===== config.mk =====
export PLATFORM = sky130hd
export DESIGN_NAME = uart_rx
export DESIGN_NICKNAME = d
export VERILOG_FILES = /design/src/rtl/uart_pkg.sv /design/src/rtl/uart_sync_2ff.sv /design/src/rtl/uart_rx.sv
export SDC_FILE = /design/constraint.sdc
export NUM_CORES = 1
export LEC_CHECK = 0
export BUFFER_PORTS_ARGS = -buffer_cell sky130_fd_sc_hd__buf_2
export CAP_MARGIN = 20
export CORE_UTILIZATION = 43
export CTS_BUF_LIST = sky130_fd_sc_hd__clkbuf_4
export DETAILED_ROUTE_END_ITERATION = 12
export SLEW_MARGIN = 20
export SYNTH_ARGS = -nofsm -noshare
export SYNTH_HDL_FRONTEND = slang
export SYNTH_SLANG_ARGS = --single-unit

===== constraint.sdc =====
create_clock -name clk -period 4.69 [get_ports clk]
set_input_delay 0.469 -clock clk [delete_from_list [all_inputs] [get_ports clk]]
set_output_delay 0.469 -clock clk [all_outputs]
set_load 0.03 [all_outputs]

===== src/rtl/uart_pkg.sv =====
// Shared UART definitions: receiver FSM states and oversampling tick positions.
package uart_pkg;

  typedef enum logic [2:0] {
    IDLE,
    START,
    DATA,
    PARITY,
    STOP
  } rx_state_t;

  localparam int OVERSAMPLE = 16;
  localparam int MID_SAMPLE = 7;
  localparam int LAST_TICK  = 15;

endpackage


===== src/rtl/uart_sync_2ff.sv =====
// Two-flop synchronizer for a single asynchronous bit; RESET_VAL sets the
// value both flops take in reset (1 for an idle-high serial line).
module uart_sync_2ff #(
  parameter logic RESET_VAL = 1'b0
) (
  input  logic clk,
  input  logic reset,
  input  logic d,
  output logic q
);

  logic meta_p0;
  logic sync_p1;

  always_ff @(posedge clk or posedge reset) begin
    if (reset) begin
      meta_p0 <= RESET_VAL;
      sync_p1 <= RESET_VAL;
    end else begin
      meta_p0 <= d;
      sync_p1 <= meta_p0;
    end
  end

  assign q = sync_p1;

endmodule


===== src/rtl/uart_rx.sv =====
// UART receiver driven by a 16x oversampling strobe; samples each bit mid-period.
// Define UART_RX_PARITY_EN to add a parity bit and the parity_err output.
module uart_rx
  import uart_pkg::*;
#(
  parameter int DBIT       = 8,
  parameter int SB_TICK    = 16,
  parameter int PARITY_ODD = 0
) (
  input  logic            clk,
  input  logic            reset,
  input  logic            s_tick,
  input  logic            rx,
  output logic [DBIT-1:0] rx_dout,
  output logic            rx_done_tick,
  output logic            frame_err
`ifdef UART_RX_PARITY_EN
  ,
  output logic            parity_err
`endif
);

  localparam int SW = $clog2(SB_TICK);
  localparam int NW = $clog2(DBIT);

  localparam logic [SW-1:0] S_MID      = SW'(MID_SAMPLE);
  localparam logic [SW-1:0] S_LAST     = SW'(LAST_TICK);
  localparam logic [SW-1:0] S_STOP_END = SW'(SB_TICK - 1);
  localparam logic [NW-1:0] N_LAST     = NW'(DBIT - 1);

  if (DBIT < 5 || DBIT > 9 || SB_TICK < OVERSAMPLE ||
      (PARITY_ODD != 0 && PARITY_ODD != 1)) begin : g_bad_param
    $error("uart_rx: illegal parameter combination");
  end

  rx_state_t       state_reg, state_next;
  logic [SW-1:0]   s_reg, s_next;
  logic [NW-1:0]   n_reg, n_next;
  logic [DBIT-1:0] shift_reg, shift_next;
  logic [DBIT-1:0] dout_reg, dout_next;
  logic            done_reg, done_next;
  logic            ferr_reg, ferr_next;
  logic            stop_ok_reg, stop_ok_next;
  logic            rx_s;

`ifdef UART_RX_PARITY_EN
  localparam logic PAR_ODD = (PARITY_ODD != 0);
  logic par_reg, par_next;
  logic perr_reg, perr_next;
`endif

  uart_sync_2ff #(
    .RESET_VAL (1'b1)
  ) u_sync (
    .clk   (clk),
    .reset (reset),
    .d     (rx),
    .q     (rx_s)
  );

  always_ff @(posedge clk or posedge reset) begin
    if (reset) begin
      state_reg   <= IDLE;
      s_reg       <= '0;
      n_reg       <= '0;
      shift_reg   <= '0;
      dout_reg    <= '0;
      done_reg    <= 1'b0;
      ferr_reg    <= 1'b0;
      stop_ok_reg <= 1'b0;
`ifdef UART_RX_PARITY_EN
      par_reg     <= 1'b0;
      perr_reg    <= 1'b0;
`endif
    end else begin
      state_reg   <= state_next;
      s_reg       <= s_next;
      n_reg       <= n_next;
      shift_reg   <= shift_next;
      dout_reg    <= dout_next;
      done_reg    <= done_next;
      ferr_reg    <= ferr_next;
      stop_ok_reg <= stop_ok_next;
`ifdef UART_RX_PARITY_EN
      par_reg     <= par_next;
      perr_reg    <= perr_next;
`endif
    end
  end

  always_comb begin
    state_next   = state_reg;
    s_next       = s_reg;
    n_next       = n_reg;
    shift_next   = shift_reg;
    dout_next    = dout_reg;
    done_next    = 1'b0;
    ferr_next    = ferr_reg;
    stop_ok_next = stop_ok_reg;
`ifdef UART_RX_PARITY_EN
    par_next     = par_reg;
    perr_next    = perr_reg;
`endif
    case (state_reg)
      IDLE: begin
        if (!rx_s) begin
          state_next = START;
          s_next     = '0;
        end
      end
      START: begin
        // A start bit that is gone by its mid-point is treated as line noise.
        if (s_tick) begin
          if (s_reg == S_MID) begin
            if (!rx_s) begin
              state_next = DATA;
              s_next     = '0;
              n_next     = '0;
            end else begin
              state_next = IDLE;
            end
          end else begin
            s_next = s_reg + SW'(1);
          end
        end
      end
      DATA: begin
        if (s_tick) begin
          if (s_reg == S_LAST) begin
            s_next     = '0;
            shift_next = {rx_s, shift_reg[DBIT-1:1]};
            if (n_reg == N_LAST) begin
`ifdef UART_RX_PARITY_EN
              state_next = PARITY;
`else
              state_next = STOP;
`endif
            end else begin
              n_next = n_reg + NW'(1);
            end
          end else begin
            s_next = s_reg + SW'(1);
          end
        end
      end
`ifdef UART_RX_PARITY_EN
      PARITY: begin
        if (s_tick) begin
          if (s_reg == S_LAST) begin
            s_next     = '0;
            par_next   = rx_s;
            state_next = STOP;
          end else begin
            s_next = s_reg + SW'(1);
          end
        end
      end
`endif
      STOP: begin
        // With one stop bit the mid-point and the end coincide, so the live
        // sample is used instead of the latched one.
        if (s_tick) begin
          if (s_reg == S_LAST) begin
            stop_ok_next = rx_s;
          end
          if (s_reg == S_STOP_END) begin
            state_next = IDLE;
            done_next  = 1'b1;
            dout_next  = shift_reg;
            ferr_next  = ~((s_reg == S_LAST) ? rx_s : stop_ok_reg);
`ifdef UART_RX_PARITY_EN
            perr_next  = (^shift_reg) ^ par_reg ^ PAR_ODD;
`endif
          end else begin
            s_next = s_reg + SW'(1);
          end
        end
      end
      default: begin
        state_next = IDLE;
      end
    endcase
  end

  assign rx_dout      = dout_reg;
  assign rx_done_tick = done_reg;
  assign frame_err    = ferr_reg;
`ifdef UART_RX_PARITY_EN
  assign parity_err   = perr_reg;
`endif

endmodule


==> results.json <==
{
  "port_buffers": 13,
  "holdBufCountCts": 0,
  "antenna_left": 0,
  "endpoint_kind": "flop",
  "cap_violations": 0,
  "fin_tns_setup_ns": 0,
  "start_kind": "flop",
  "final.fill_count": 309,
  "leakage_nw": 0.792,
  "rows": 20,
  "firstDrtPassIters": 4,
  "drive_gt1_frac": 0.294,
  "yosysTopAreaCell": "dfrtp_1",
  "finalMaxSlewViolations": 0,
  "dp_hpwl_mm": 1.73,
  "synthCells": 121,
  "antenna_found_initial": 0,
  "pin_count": 14,
  "place_congestion": 0.765,
  "grtUsageTotal": 0.173,
  "required_ns": 4.90,
  "critPathMaxFanout": 16,
  "wl_met1_mm": 1.04,
  "dr.first_iter.drc_count": 59,
  "synth_xor_area_frac": 0.0120,
  "synthAdderAreaFrac": 0.0256,
  "timing.fmax_mhz": 499,
  "vias_per_cell": 5.43,
  "worst_pin_slew_ns": 0.604,
  "async_flop_share": 1.00,
  "placed_cell_area_mm2": 0.00154,
  "cp_slowest_cell": "dfrtp_1",
  "clock_skew_ns": 0.0127,
  "clock_latency_ns": 0.33,
  "grt_overflow": 0,
  "synth-edff-count": 0,
  "drt_wl_total_mm": 2.45,
  "cp_cell_sequence": "or3b_1, o32a_1, nor2_4, mux2_1",
  "ys_ff_latch": 30,
  "grt_max_degree": 31,
  "maxSlewHeadroom": 0.597,
  "finalSetupViolations": 0,
  "vias": 977,
  "cp_slowest_stage_delay_ns": 0.63,
  "synth_ff_type": "dfrtp_1",
  "numCtsBuffers": 5,
  "cp.arrival_ns": 2.21,
  "cts_sinks": 30,
  "syn_area_mm2": 0.00146,
  "wl_per_cell_um": 13.6,
  "die-width_um": 60.3,
  "critPathKind": "reg2reg",
  "power_density_mw_per_mm2": 467,
  "syn2layout_area_growth_pct": 9.57,
  "num_antenna_cells": 0,
  "synth-seq-area-share": 0.515,
  "post-route-drc-count": 0,
  "synth-simple-area-share": 0.122,
  "htreeDepth": 2,
  "synth_mux_area_frac": 0.160,
  "synth.most_common_cell": "dfrtp_1",
  "cts_tree": "built",
  "synth_compound_area_frac": 0.123,
  "pre_cts_ws_ns": 2.70,
  "postCtsSetupBuffers": 0,
  "worst_hold_slack_ns": 0.196,
  "synth_top_family_by_area": "multiplexers",
  "outcome": "completed",
  "die_h_um": 60.3,
  "hold_path.class": "in2async",
  "avgSynthCellArea_um2": 12.1,
  "ys_types": 44,
  "regToRegStartpoint": "state_reg[0]",
  "dp.cells": 172,
  "fin_ws_ns": 2.68,
  "synth_top_area_frac": 0.479,
  "fin_nets": 142,
  "rsz0062_at_grt": "false",
  "post_cts_resized": 0,
  "final.min_clock_period_ns": 2.01,
  "dr_wl_met3_um": 114,
  "cts_root_buf": "clkbuf_4",
  "ys_warn_count": 0,
  "design_area_mm2": 0.00160,
  "met2WireLength_mm": 1.25,
  "clockBufferDepth": 2,
  "grt_pass1_wl_mm": 4.40,
  "synth_common_cells": "dfrtp_1 (28), mux2_1 (10), mux2_2 (9)",
  "initial_core_util": 0.464,
  "peakVddDrop_mv": 0.202,
  "dr.max_layer_used": "met4",
  "period_share": 0.428,
  "critPathLaunch": "state_reg[0]",
  "first_global_vias": 990,
  "synth_nets": 128,
  "dieArea_mm2": 0.00364,
  "cts.clk_slew.worst_paths_ns": 0.09,
  "ys_top_cells_by_area": "dfrtp_1 (48%), mux2_1 (7.7%), mux2_2 (6.9%)",
  "final_hold_viol_count": 0,
  "core_mm2": 0.00315,
  "final_cells": 180
}
-- metal layers --
layer / vias to the layer above / track usage
met5: - / 0
met4: 0 / 0.106
met3: 6 / 0.0554
met2: 21 / 0.281
met1: 481 / 0.198
li1: 469 / -
-- power breakdown --
part / switching, mW / total [mW] / leakage (nW) / internal [mW]
registers: 0.0580 / 0.351 / 0.406 / 0.293
logic: 0.128 / 0.241 / 0.349 / 0.114
clock network: 0.0808 / 0.158 / 0.0368 / 0.0770
-- placed cells by master, fill, tap and decap left out, drive strengths merged, types with 2 or more instances in the layout --
cell	instances
mux2	19
nor2	9
a21oi	5
or3b	3
buf	13
nand2	3
nand3	5
o32ai	2
dfrtp	28
o22ai	2
a21o	2
mux2i	2
inv	6
xnor2	2
clkbuf	8
o21ai	2
ha	3
dfstp	2
nor2b	2
-- area by class of cell --
cell class,instances,area [µm²],share of cell area
inverter,6,22.5,0.0140
clock buffer,8,60.1,0.0374
timing repair buffer,13,65.1,0.0406
sequential,30,753,0.470
multi-input combinational,79,648,0.404
tap,44,55.1,0.0343
-- worst paths after layout --
kind	end	slack, ns	depth (start not counted)
min in group clk	u_sync.meta_p0	0.24	1
hold reg to reg	u_sync.q	0.36	0
setup / recovery	n_reg[0]	2.68	4
setup reg to reg	n_reg[0]	2.68	4
max in group asynchronous	rx_dout[2]	4.08	2
hold / removal	frame_err	0.20	2
-- critical path, delay by kind of cell (launching register included) --
kind | cells | cell delay (ns)
simple gates | 2 | 0.67
flops | 1 | 0.63
mux | 1 | 0.33
compound gates | 1 | 0.25
-- through the flow --
step	power, mW	utilization
after floorplan	0.560	-
after global placement	0.590	0.490
after detailed placement	0.598	0.490
after CTS	0.761	0.509
after global routing	0.806	0.509
final	0.750	0.509
-- cells by family after synthesis --
group / count (synthesis)
simple gates: 29
xor+xnor: 2
fa+ha+maj: 3
mux: 21
flops: 30
compound gates: 24
buf+inv: 12
Power figures use the tool's default switching activity.
